==> src/rtl/calc_control_unit_n.sv <==
// Calculator control unit: keypad strobes -> signed N-digit operands,
// left-to-right operator chaining and a multi-cycle mul/div sequencer.
//
// Ports:
//   clock           system clock, rising edge
//   reset           asynchronous, active-low
//   button          key code (0-9 digit, A add/div, B sub/dec,
//                   C mul/neg, D toggle, E equal, F clear)
//   is_pressed_next one-cycle strobe qualifying button
//   display_value   signed value to show
//   entering_b      operand B is being shown/entered
//   op_code         pending operator (0 add, 1 sub, 2 mul, 3 div)
//   toggle_active   secondary-function latch
//   busy            multi-cycle arithmetic in progress
//   done            one-cycle pulse on entry to RESULT
//   error           0 none, 1 overflow, 2 divide-by-zero (sticky)
module calc_control_unit_n #(
    parameter int WIDTH      = 16,
    parameter int MAX_DIGITS = 4
) (
    input  logic                    clock,
    input  logic                    reset,
    input  logic [3:0]              button,
    input  logic                    is_pressed_next,
    output logic signed [WIDTH-1:0] display_value,
    output logic                    entering_b,
    output logic [1:0]              op_code,
    output logic                    toggle_active,
    output logic                    busy,
    output logic                    done,
    output logic [1:0]              error
);

    localparam int W  = WIDTH;
    localparam int CW = $clog2(MAX_DIGITS + 1);
    localparam int SW = $clog2(WIDTH);

    localparam logic [3:0] K_ADD = 4'hA;
    localparam logic [3:0] K_SUB = 4'hB;
    localparam logic [3:0] K_MUL = 4'hC;
    localparam logic [3:0] K_TOG = 4'hD;
    localparam logic [3:0] K_EQ  = 4'hE;
    localparam logic [3:0] K_CLR = 4'hF;

    localparam logic [1:0] OP_ADD = 2'd0;
    localparam logic [1:0] OP_SUB = 2'd1;
    localparam logic [1:0] OP_MUL = 2'd2;
    localparam logic [1:0] OP_DIV = 2'd3;

    localparam logic signed [W-1:0] SMIN = {1'b1, {(W-1){1'b0}}};
    localparam logic [2*W-1:0] POS_LIM = {{(W+1){1'b0}}, {(W-1){1'b1}}};
    localparam logic [2*W-1:0] NEG_LIM = {{W{1'b0}}, 1'b1, {(W-1){1'b0}}};

    typedef enum logic [2:0] {
        S_ENTER_A,
        S_ENTER_B,
        S_EXECUTE,
        S_RESULT,
        S_ERROR
    } state_t;

    state_t state;

    logic signed [W-1:0] a, b, res;
    logic [CW-1:0]       cnt_a, cnt_b;
    logic [1:0]          next_op;
    logic                chain;
    logic                neg_r;
    logic [SW-1:0]       stp;
    logic [2*W-1:0]      ma, acc;
    logic [W-1:0]        mb, dq;

    function automatic logic [W-1:0] mag_of(input logic signed [W-1:0] v);
        mag_of = v[W-1] ? (~v + 1'b1) : v;
    endfunction

    logic k_digit, k_clr, k_tog, k_eq, k_opkey, op_sel, neg_key;
    logic [1:0] key_op;
    logic in_b;
    logic signed [W-1:0] opnd, x10, dval, dig_val, neg_src, neg_val;
    logic signed [W-1:0] ex_x;
    logic [CW-1:0] ocnt, dig_cnt;
    logic neg_ovf;
    logic signed [W:0] sx, sb, sum;
    logic as_ovf;
    logic exec_key, start_md;
    logic [2*W-1:0] acc_mul, mag;
    logic [W:0] rem_sh, rem_n;
    logic ge;
    logic [W-1:0] dq_n;
    logic md_ovf;
    logic signed [W-1:0] md_val;
    logic last;
    logic fin_go, fin_ovf, fin_chain;
    logic signed [W-1:0] fin_val;
    logic [1:0] fin_op;

    always_comb begin
        k_digit = is_pressed_next && (button <= 4'd9);
        k_clr   = is_pressed_next && (button == K_CLR);
        k_tog   = is_pressed_next && (button == K_TOG);
        k_eq    = is_pressed_next && (button == K_EQ);
        k_opkey = is_pressed_next &&
                  (button == K_ADD || button == K_SUB || button == K_MUL);
        neg_key = k_opkey && button == K_MUL && toggle_active;
        op_sel  = k_opkey && (button == K_ADD || !toggle_active);

        key_op = OP_ADD;
        case (button)
            K_ADD:   key_op = toggle_active ? OP_DIV : OP_ADD;
            K_SUB:   key_op = OP_SUB;
            K_MUL:   key_op = OP_MUL;
            default: key_op = OP_ADD;
        endcase

        // Digit entry on the operand currently being typed
        in_b    = (state == S_ENTER_B);
        opnd    = in_b ? b : a;
        ocnt    = in_b ? cnt_b : cnt_a;
        x10     = (opnd <<< 3) + (opnd <<< 1);
        dval    = {{(W-4){1'b0}}, button};
        dig_val = opnd[W-1] ? (x10 - dval) : (x10 + dval);
        // Leading zeros leave the count untouched
        dig_cnt = (opnd == '0 && button == 4'd0) ? ocnt : ocnt + 1'b1;

        neg_src = (state == S_RESULT) ? res : opnd;
        neg_val = -neg_src;
        neg_ovf = (neg_src == SMIN);

        // Left operand: result when repeating from RESULT
        ex_x   = (state == S_RESULT) ? res : a;
        sx     = {ex_x[W-1], ex_x};
        sb     = {b[W-1], b};
        sum    = (op_code == OP_SUB) ? (sx - sb) : (sx + sb);
        as_ovf = sum[W] ^ sum[W-1];

        exec_key = (state == S_ENTER_B && (k_eq || (op_sel && cnt_b != '0))) ||
                   (state == S_RESULT && k_eq);
        start_md = exec_key && op_code[1];

        // One shift-add multiply step
        acc_mul = acc + (mb[0] ? ma : '0);
        // One restoring divide step; acc holds the partial remainder
        rem_sh = {acc[W-1:0], dq[W-1]};
        ge     = (rem_sh >= {1'b0, mb});
        rem_n  = ge ? (rem_sh - {1'b0, mb}) : rem_sh;
        dq_n   = {dq[W-2:0], ge};

        mag    = (op_code == OP_DIV) ? {{W{1'b0}}, dq_n} : acc_mul;
        md_ovf = neg_r ? (mag > NEG_LIM) : (mag > POS_LIM);
        md_val = neg_r ? (~mag[W-1:0] + 1'b1) : mag[W-1:0];
        last   = (stp == SW'(W - 1));

        if (state == S_EXECUTE) begin
            fin_go    = last;
            fin_val   = md_val;
            fin_ovf   = md_ovf;
            fin_chain = chain;
            fin_op    = next_op;
        end else begin
            fin_go    = exec_key && !op_code[1];
            fin_val   = sum[W-1:0];
            fin_ovf   = as_ovf;
            fin_chain = op_sel;
            fin_op    = key_op;
        end
    end

    always_ff @(posedge clock or negedge reset) begin
        if (!reset) begin
            state         <= S_ENTER_A;
            a             <= '0;
            b             <= '0;
            res           <= '0;
            cnt_a         <= '0;
            cnt_b         <= '0;
            next_op       <= OP_ADD;
            chain         <= 1'b0;
            neg_r         <= 1'b0;
            stp           <= '0;
            ma            <= '0;
            mb            <= '0;
            acc           <= '0;
            dq            <= '0;
            display_value <= '0;
            entering_b    <= 1'b0;
            op_code       <= OP_ADD;
            toggle_active <= 1'b0;
            busy          <= 1'b0;
            done          <= 1'b0;
            error         <= 2'd0;
        end else begin
            done <= 1'b0;
            if (k_clr) begin
                state         <= S_ENTER_A;
                a             <= '0;
                b             <= '0;
                res           <= '0;
                cnt_a         <= '0;
                cnt_b         <= '0;
                next_op       <= OP_ADD;
                chain         <= 1'b0;
                op_code       <= OP_ADD;
                toggle_active <= 1'b0;
                error         <= 2'd0;
                display_value <= '0;
                entering_b    <= 1'b0;
                busy          <= 1'b0;
            end else begin
                unique case (state)
                    S_EXECUTE: begin
                        stp <= stp + 1'b1;
                        if (op_code == OP_DIV) begin
                            acc <= {{(W-1){1'b0}}, rem_n};
                            dq  <= dq_n;
                            if (stp == '0 && mb == '0) begin
                                state         <= S_ERROR;
                                error         <= 2'd2;
                                display_value <= '0;
                                entering_b    <= 1'b0;
                                busy          <= 1'b0;
                            end
                        end else begin
                            acc <= acc_mul;
                            ma  <= ma << 1;
                            mb  <= mb >> 1;
                        end
                    end
                    S_ERROR: begin
                    end
                    default: begin
                        if (k_digit) begin
                            if (state == S_RESULT) begin
                                a             <= dval;
                                cnt_a         <= (button != 4'd0) ? CW'(1) : '0;
                                state         <= S_ENTER_A;
                                display_value <= dval;
                                entering_b    <= 1'b0;
                            end else if (ocnt < CW'(MAX_DIGITS)) begin
                                if (in_b) begin
                                    b     <= dig_val;
                                    cnt_b <= dig_cnt;
                                end else begin
                                    a     <= dig_val;
                                    cnt_a <= dig_cnt;
                                end
                                display_value <= dig_val;
                            end
                        end else if (k_tog) begin
                            toggle_active <= ~toggle_active;
                        end else if (k_opkey) begin
                            toggle_active <= 1'b0;
                            if (neg_key) begin
                                if (neg_ovf) begin
                                    state         <= S_ERROR;
                                    error         <= 2'd1;
                                    display_value <= '0;
                                    entering_b    <= 1'b0;
                                end else begin
                                    case (state)
                                        S_ENTER_A: a   <= neg_val;
                                        S_ENTER_B: b   <= neg_val;
                                        default:   res <= neg_val;
                                    endcase
                                    display_value <= neg_val;
                                end
                            end else if (op_sel) begin
                                case (state)
                                    S_ENTER_B: begin
                                        if (cnt_b == '0) op_code <= key_op;
                                    end
                                    default: begin
                                        if (state == S_RESULT) a <= res;
                                        op_code       <= key_op;
                                        b             <= '0;
                                        cnt_b         <= '0;
                                        state         <= S_ENTER_B;
                                        entering_b    <= 1'b1;
                                        display_value <= '0;
                                    end
                                endcase
                            end
                        end
                    end
                endcase

                if (start_md) begin
                    state   <= S_EXECUTE;
                    busy    <= 1'b1;
                    stp     <= '0;
                    chain   <= op_sel;
                    next_op <= key_op;
                    a       <= ex_x;
                    ma      <= {{W{1'b0}}, mag_of(ex_x)};
                    mb      <= mag_of(b);
                    acc     <= '0;
                    dq      <= mag_of(ex_x);
                    neg_r   <= ex_x[W-1] ^ b[W-1];
                end

                if (fin_go) begin
                    busy <= 1'b0;
                    if (fin_ovf) begin
                        state         <= S_ERROR;
                        error         <= 2'd1;
                        display_value <= '0;
                        entering_b    <= 1'b0;
                    end else if (fin_chain) begin
                        // Chained operator: result feeds the next operation
                        a             <= fin_val;
                        op_code       <= fin_op;
                        b             <= '0;
                        cnt_b         <= '0;
                        state         <= S_ENTER_B;
                        entering_b    <= 1'b1;
                        display_value <= fin_val;
                    end else begin
                        res           <= fin_val;
                        state         <= S_RESULT;
                        done          <= 1'b1;
                        entering_b    <= 1'b0;
                        display_value <= fin_val;
                    end
                end
            end
        end
    end

endmodule

==> config.mk <==
export PLATFORM = sky130hd
export DESIGN_NAME = calc_control_unit_n
export DESIGN_NICKNAME = d
export VERILOG_FILES = /design/src/rtl/calc_control_unit_n.sv
export SDC_FILE = /design/constraint.sdc
export NUM_CORES = 1
export LEC_CHECK = 0
export ABC_AREA = 1
export BUFFER_PORTS_ARGS = -buffer_cell sky130_fd_sc_hd__buf_2
export CORE_MARGIN = 2
export CORE_UTILIZATION = 42
export DETAILED_ROUTE_END_ITERATION = 12
export GPL_TIMING_DRIVEN = 0
export PLACE_DENSITY = 0.56
export RECOVER_POWER = 50
export SLEW_MARGIN = 20
export SYNTH_ARGS = -nofsm -noshare
export SYNTH_HDL_FRONTEND = slang
export SYNTH_SLANG_ARGS = --single-unit
==> constraint.sdc <==
create_clock -name clock -period 11.2 [get_ports clock]
set_input_delay 1.68 -clock clock [delete_from_list [all_inputs] [get_ports clock]]
set_output_delay 1.68 -clock clock [all_outputs]
set_load 0.1 [all_outputs]
---- Yosys cells after proc, flatten, opt, wreduce, memory -nomap -nowiden ----
Index checks and enable logic that the tools add are counted.
word-level totals
  register bits ........................... 185
  input bits .............................. 7
  output and inout port bits .............. 24
  logic and storage cells ................. 320
operators by class
  add/sub/neg operators ................... 13
  $lt $le $gt $ge ......................... 5
  eq/ne operators ......................... 33
  mux-type cells .......................... 186
  bitwise gates (word level) .............. 7
  reduce and logical (&&, ||, !) cells .... 55
operator list
  operator               count
  $mux 16                72
  $mux 32                8
  $mux 3                 36
  $mux 2                 27
  $add 16x1->16 const B  3
  $not 16->16            3
  $mux 1                 34
  $mux 17                2
  $add 32x32->32         1
  $gt 32x15->1 const B   1
  $gt 32x16->1 const B   1
  $logic_not 16->1       2
  $pmux 16 s2            1
  $eq 4x4->1 const B     7
  $reduce_and 9->1       2
  $add 16x16->17         1
  $ge 17x16->1           1
  $sub 16x16->17         1
  $sub 17x16->17         1
  $add 16x16->16         1
  $add 16x5->16          1
  $eq 16x16->1 const B   1
  $neg 16->16            1
  $reduce_bool 4->1      4
  47 further kinds       87

---- Depth between registers and ports, before layout ----
Gate-level depths: netlist of the first run.
  depth after elaboration ................. 16
  mapped depth ............................ 32
  mapped depth without buffers ............ 30

---- Worst setup path before layout of the first run ----
Ideal clock, no wire load.
  path type ............................... register -> register
  start ................................... reg op_code[1]
  end ..................................... reg entering_b
  setup time .............................. 0.120 ns
  arrival time ............................ 4.082 ns
  required time ........................... 11.080 ns
  setup slack ............................. 6.998 ns
  cell stages (with the launch flop) ...... 25
  path buffers ............................ 2
  period minus slack after synthesis ...... 4.202 ns
  cells stage by stage .................... dfrtp_1 inv_1 nand2_1 clkbuf_1 o21ai_0 ha_1 a21oi_1 o21ai_0 a21oi_1 o21ai_0 nand2_1 nand2_1 nand2_1 nand2_1 a31oi_1 a21o_1 nand2_1 nand2_1 nand3_1 nand2_2 nand3_4 buf_2 o21ai_0 nand3_1 nand2_1
between the ends
  word-level cells in the longest chain between the ends .. 8
  elaborated cells on any way between the ends .. 25
  those cells by class .................... order compare (2); eq/ne (9); mux (8); bitwise (1); reduce/logical (5)
RTL lines
  element                                       line      text
  start, declared                               27        output logic [1:0] op_code,
  start signal, assigned                        270       if (cnt_b == '0) op_code <= key_op;
  start signal, assigned                        274       op_code <= key_op;
  start signal, assigned                        311       op_code <= fin_op;
  $eq 2x2->1                                    149, 213
  $mux 32                                       149       mag = (op_code == OP_DIV) ? {{W{1'b0}}, dq_n} : acc_mul;
  $gt 32x15->1 or $gt 32x16->1 (tied branches)  150       md_ovf = neg_r ? (mag > NEG_LIM) : (mag > POS_LIM);
  $mux 1                                        150
  $mux 1                                        154       if (state == S_EXECUTE) begin
  $mux 1                                        303       if (fin_ovf) begin
  $mux 1                                        301       if (fin_go) begin
  $mux 1                                        194       if (k_clr) begin
  end signal, assigned                          207       entering_b <= 1'b0;
  end signal, assigned                          307       entering_b <= 1'b0;
  end signal, assigned                          315       entering_b <= 1'b1;
  end, declared                                 26        output logic entering_b,
Parallel ways exist; a longest one is shown, timed or not.
A chain may end at the register's enable or synchronous reset.

---- Final worst setup path of the first run ----
  start ................................... reg mb[0]
  end ..................................... reg a[6]
between the ends
  word-level cells in the longest chain between the ends .. 11
  elaborated cells on any way between the ends .. 16
  those cells by class .................... add/sub (2); order compare (3); mux (10); bitwise (1)
RTL lines
  element                 line  text
  start, declared         71    logic [W-1:0] mb, dq;
  start signal, assigned  226   mb <= mb >> 1;
  start signal, assigned  295   mb <= mag_of(b);
  $mux 32                 142   acc_mul = acc + (mb[0] ? ma : '0);
  $add 32x32->32          142
  $mux 32 (*)             149
  $not 16->16             151   md_val = neg_r ? (~mag[W-1:0] + 1'b1) : mag[W-1:0];
  $add 16x1->16           151
  $mux 16                 151
  $mux 16                 154
  $mux 16                 308   end else if (fin_chain) begin
  $mux 16 (*)             303
  $mux 16 (*)             301
  $mux 16 (*)             194
  end signal, assigned    234   a <= dval;
  end signal, assigned    244   a <= dig_val;
  end signal, assigned    310   a <= fin_val;
  end, declared           64    logic signed [W-1:0] a, b, res;
Every way passes the cells marked *; elsewhere a longest branch is shown, timed or not.

==> results of run 1 <==
[logic make-up after synthesis]
group,count (synthesis)
fa+ha+maj,95
compound gates,774
simple gates,1377
flops,185
mux,1
buf+inv,522
xor+xnor,68
[worst max path at each step]
stage	start	endpoint	slack [ps]
2_1_floorplan	op_code[1]	entering_b	7000
3_3_place_gp	mb[0]	a[6]	5140
3_5_place_dp	mb[0]	a[6]	5140
4_1_cts	mb[0]	a[6]	5130
5_1_grt	reset	a[7]	4340
6_report	mb[0]	a[6]	4980
[critical path: cells and delay by family, from the launching register on]
kind | cells | cell delay, ps
buffers and inverters | 7 | 1540
AND/OR/NAND/NOR | 18 | 2670
AO/OA/AOI/OAI | 3 | 900
flip-flops | 1 | 380
adder cells (fa/ha/maj) | 2 | 560
[routing by layer]
layer  vias to the layer above  routed length, um  global-route usage (%)
met1                     10400              35800                    48.3
met3                       319               7410                    6.47
met4                         6               8140                    30.5
met5                         -                 40                       0
met2                      1150              40500                    61.6
li1                      10100                  -                       -
[sequential cells by signal (all words and copies together) (netlist names), 2 cells and up]
name and cells:
cnt_a 3, acc 32, res 16, stp 4, cnt_b 3, op_code 2
dq 16, ma 32, state 3, b 16, error 2, next_op 2
mb 16, a 16, display_value 16
[cells in the final DEF, fill, tap and decap left out, types with 18 or more instances in the layout]
cell,count
ha_1,89
xnor2_1,18
xor2_1,49
o21ai_1,31
buf_2,38
inv_1,378
o22ai_1,31
nand2_1,800
a31oi_1,22
o21ai_0,358
a21oi_1,238
nor3_1,44
dfrtp_1,185
clkbuf_1,96
nand4_1,37
nor2_1,237
nand3_1,186
[area by class of cell]
class	count	area, um^2
Clock buffer	17	425
Clock inverter	14	154
Inverter	396	1490
Tap cell	592	741
Multi-Input combinational cell	2315	12000
Antenna cell	1	2.50
Timing Repair Buffer	32	165
Fill cell	4774	23900
Sequential cell	185	4630
Buffer	126	571
[through the flow]
stage | utilization (%) | hold WS (ps) | area (um^2)
2_1_floorplan | - | 448 | 18600
3_3_place_gp | 44.4 | 455 | 19500
3_5_place_dp | 44.5 | 466 | 19600
4_1_cts | 45.8 | 485 | 20200
5_1_grt | 45.7 | 512 | 20100
6_report | 45.7 | 479 | 20100
==> impl_metrics.csv, run 1 <==
group,metric,value,unit
outcome,outcome,"complete, but fails checks",
outcome,violations,"capacitance limit, slew limit",
setup_path,cpMaxStageDelayCell,"clkbuf_1",
drt,drt_iter0_markers,3004,
drt,viasPerCell,6.00,
synth,yosys-mux-area-fraction,0.0537,%
clock_tree,ctsLongestPathBuffers,2,
synth,synthTopCellsByCount,"nand2_1, inv_1, o21ai_0",
sta,finalCritPeriodShare,55.5,%
setup_path,reg2regPathDepth,30,
placement,port_buffers,30,
grt,grt_pass1_wl,134000,um
synth,syn_area_per_cell,6.17,um^2
synth,synth_cells,3022,
setup_path,end_kind,"flip-flop",
placement,dp.cells,3646,
synth,netlist.area_leader.share,24.8,%
placement,post-dp-hpwl,74100,um
setup_path,startpoint_type,"flip-flop",
synth,yosysWarnings,0,
clock_tree,post_cts_buffers,0,
grt,grt_pass1_vias,21000,
synth,synth_edf_count,0,
sta,hold_viol_final,0,
setup_path,critPathKind,"flip-flop to flip-flop",
final_layout,fin_cells,3678,
placement,place_ws,5140,ps
synth,synthDistinctLibCells,63,
sta,postLayoutSetupSlackWorst,4980,ps
synth,synth-seq-cells,185,
sta,slew_headroom,-117,%
grt,grt_use_total,39.3,%
floorplanning,start_util,42.3,%
synth,synth_most_common_cell,"nand2_1",
synth,ys_seq_area_share,24.8,%
drt,drc,0,
floorplanning,rows,77,
sta,fin_tns_setup,0,ps
setup_path,r2r-start,"mb[0]",
job,max_cap_viol_count,2,
placement,gp_congestion,1.08,
floorplanning,die_w,215,um
min_path,hold_path_end,"display_value[14]",
setup_path,r2r_slack,4980,ps
final_layout,design.final.nets,3175,
setup_path,arrival,6580,ps
final_layout,area_delta_synth_final,7.99,%
clock_tree,tritoncts,"yes",
drt,via_count,22100,
sta,tightest_slew,3250,ps
grt,grt_overflow_total,0,
synth,yosysTopAreaCell,"dfrtp_1",
synth,synth_top_family_by_area,"simple AND/OR/NAND/NOR gates",
clock_tree,cts-root-buf,"clkbuf_16",
floorplanning,dieArea,46100,um^2
setup_path,r2r-end,"a[6]",
min_path,hp-start,"display_value[14]",
grt,antenna_found_initial,4,
floorplanning,core,44000,um^2
floorplanning,chipHeight,215,um
synth,async_flop_share,100,%
clock_tree,cts_hold_buf,0,
min_path,hold_class,"flip-flop to flip-flop",
synth,ys.flop_type,"dfrtp_1",
synth,synthXorXnorAreaFrac,3.24,%
floorplanning,io_pins,31,
synth,yosys.area_share.simple,31.4,%
drt,wire_per_inst,25.0,um
synth,synth-compound-area-share,22.8,%
final_layout,layout-drive-gt1-share,4.64,%
sta,drv_slew,96,
drt,wl,91900,um
synth,syn_area,18600,um^2
sta,timing.fmax,0.161,GHz
sta,fin_crit,6220,ps
drt,ant_nets,0,
sta,finalSetupViolCount,0,
synth,netlist_top_cells_area,"dfrtp_1, nand2_1, o21ai_0",
synth,syn_nets,3124,
clock_tree,cts_buffers,17,
setup_path,worstPathRequired,11560,ps
min_path,hold_path_depth,2,
clock_tree,clk_latency,520,ps
setup_path,slowest_delay,570,ps
clock_tree,htreeDepth,4,
synth,synthAdderAreaFrac,6.62,%
clock_tree,clock_sinks,185,
grt,grt_max_degree,93,
setup_path,cp_max_fo,10,
sta,fin_skew,29.3,ps
drt,dr.pass1.iters,6,
setup_path,path_common_cell,"nand2_1",
clock_tree,clk_pin_slew_worst_paths,100,ps
clock_tree,post_cts_resized,0,
sta,rsz0062_at_grt,"no",
Power of run 1 is not shown: default switching activity piles up to over one toggle a cycle in this logic, so the estimate is an artifact.
==> inputs of run 2 (changes only) <==
ABC_AREA = 0   (was 1)
clock period = 6.4 ns   (was 11.2 ns; I/O delays follow)
==> run 2 against run 1 <==
Effect of this change: the run still ends with capacitance limit, slew limit left; first-iteration DRC count fell by 29%; register-to-register slack got worse by 4800 ps; global-route usage fell by 1.1 points; largest cell class unchanged; highest routed layer unchanged.
==> impl_metrics.csv, run 2 <==
group,metric,value,unit
clock_tree,clk_latency,520,ps
synth,synth_top_family_by_area,"compound AO/OA/AOI/OAI gates",
drt,drc,0,
clock_tree,ctsLongestPathBuffers,2,
synth,synth-seq-cells,185,
final_layout,antenna_cells,0,
placement,gp_congestion,1.04,
grt,grt_use_total,38.2,%
synth,yosysTopAreaCell,"dfrtp_1",
grt,grt_max_degree,91,
synth,netlist.area_leader.share,24.5,%
clock_tree,cts_buffers,17,
grt,grt_pass1_wl,131000,um
setup_path,end_kind,"flip-flop",
synth,ys.flop_type,"dfrtp_1",
drt,dr.pass1.iters,5,
floorplanning,dieArea,46700,um^2
drt,wire_per_inst,28.0,um
final_layout,layout_common_cells,"nand2_1, nor2_1, o21ai_0",
setup_path,crit_family,"simple AND/OR/NAND/NOR gates",
sta,drv_slew,88,
grt,grt_pass1_vias,20400,
final_layout,reg_top3,"acc x32, ma x32",
synth,yosys.area_share.simple,24.9,%
placement,post-dp-hpwl,71400,um
synth,yosysWarnings,0,
final_layout,layout-drive-gt1-share,5.71,%
sta,finalSetupViolCount,0,
placement,place_ws,-655,ps
synth,syn_nets,2666,
sta,fin_skew,20.6,ps
clock_tree,cts_hold_buf,0,
sta,fin_crit,6250,ps
drt,wl,90000,um
clock_tree,cts-root-buf,"clkbuf_16",
synth,async_flop_share,100,%
synth,synthAdderAreaFrac,6.53,%
final_layout,multi_input_area,13400,um^2
clock_tree,tritoncts,"yes",
floorplanning,die_w,216,um
min_path,hold_class,"input pin to async pin",
job,max_cap_viol_count,1,
clock_tree,clock_sinks,185,
synth,synth_edf_count,0,
outcome,violations,"capacitance limit, slew limit",
drt,viasPerCell,6.53,
synth,ys_seq_area_share,24.5,%
floorplanning,rows,77,
setup_path,cp.buffers_inverters,2,
synth,synthTopCellsByCount,"nand2_1, nor2_1, o21ai_0",
final_layout,design_area,20500,um^2
synth,synth-compound-area-share,26.6,%
synth,synth_most_common_cell,"nand2_1",
final_layout,layout_commonest_cell,"nand2_1",
synth,syn_area_per_cell,7.37,um^2
sta,timing.fmax,0.160,GHz
floorplanning,core,44300,um^2
setup_path,cpMaxStageDelayCell,"dfrtp_1",
synth,netlist_top_cells_area,"dfrtp_1, nand2_1, ha_1",
drt,ant_nets,0,
setup_path,startpoint_type,"flip-flop",
sta,tightest_slew,4370,ps
sta,fin_tns_setup,0,ps
synth,yosys-mux-area-fraction,5.85,%
synth,syn_area,18900,um^2
final_layout,seq_area,4630,um^2
synth,synthDistinctLibCells,93,
grt,grt_overflow_total,0,
final_layout,design.final.nets,2716,
clock_tree,clk_pin_slew_worst_paths,90,ps
drt,via_count,21000,
sta,slew_headroom,-191,%
sta,postLayoutSetupSlackWorst,151,ps
setup_path,cp_max_fo,10,
grt,antenna_found_initial,2,
synth,synth_cells,2564,
sta,hold_viol_final,0,
sta,finalCritPeriodShare,97.6,%
outcome,outcome,"complete, but fails checks",
floorplanning,io_pins,31,
setup_path,critPathKind,"flip-flop to flip-flop",
placement,place_area,19900,um^2
synth,synthXorXnorAreaFrac,6.58,%
final_layout,area_delta_synth_final,8.26,%
sta,rsz0062_at_grt,"no",
setup_path,crit_chain,"or3_1 -> or3_1 -> nor3_2 -> nand2_1 -> or3_1 -> or3_1 -> nor3_1 -> ha_1 -> nand2_1 -> o21ai_0 -> ha_1 -> or3_1 -> o21ai_0 -> a21oi_1 -> a31oi_1 -> xnor2_1 -> xnor2_1 -> nand2_1 -> o21ai_1 -> clkbuf_4 -> buf_2 -> nand3_1 -> a21oi_2",
setup_path,slowest_delay,590,ps
placement,port_buffers,30,
setup_path,worstPathRequired,6800,ps
drt,drt_iter0_markers,2135,
floorplanning,chipHeight,216,um
setup_path,path_common_cell,"or3_1",
clock_tree,htreeDepth,4,
final_layout,fillers,4624,
floorplanning,start_util,42.6,%
setup_path,arrival,6650,ps
## run 2: cell count changes in the layout (fill, tap and decap cells not counted), moves of 60 or more
cell / before / now
nand2_1: 800 / 356
inv_1: 378 / 76
o21ai_0: 358 / 213
nand3_1: 186 / 109
mux2i_1: 1 / 70
xnor2_1: 18 / 78
## run 2: cells by family after synthesis
kind of cell | after synthesis
mux | 106
xor+xnor | 141
flops | 185
simple gates | 1002
compound gates | 789
fa+ha+maj | 95
buf+inv | 246
## run 2: worst paths after layout
check | startpoint | endpoint | slack (ps) | cells after the start
max | b[0] | a[4] | 150 | 23
min | reset | stp[3] | 430 | 1
max reg2reg | b[0] | a[4] | 150 | 23
min reg2reg | display_value[0] | display_value[0] | 480 | 2
max in group asynchronous | reset | b[2] | 880 | 2
min in group clock | display_value[0] | display_value[0] | 480 | 2
## run 2: cell type report
type	count	share of cell area [%]
buffer	167	3.32
clock buffer	21	2.25
clock inverter	11	0.520
inverter	77	1.41
multi-input combinational	2133	65.3
sequential	185	22.6
tap	592	3.62
timing repair buffer	33	0.887
## run 2: through the flow
| stage | cells | utilization, % | hold WS [ps] |
|---|---|---|---|
| after CTS | 3221 | 46.2 | 210 |
| after floorplan | 2564 | - | 445 |
| after global routing | 3219 | 46.1 | 438 |
| final | 3219 | 46.1 | 430 |
| after global placement | 3186 | 44.6 | 464 |
| after detailed placement | 3188 | 44.8 | 465 |
## run 2: routing by layer
layer  vias up  routed length (um)  track usage [%]
li1       9432                   -                -
met1     10200               35000             44.9
met2      1049               41700             63.2
met3       306                6040             6.55
met4         2                7280             27.1
met5         -                  13                0
## run 2: what timing repair did
item / CTS / global route
buffers inserted: 1 / 0
pin swaps: 1 / 0
cloned: 0 / 0
gates resized for setup: 8 / 19
setup endpoints to repair: 70 / 72
Power of run 2 is left out for the same reason.
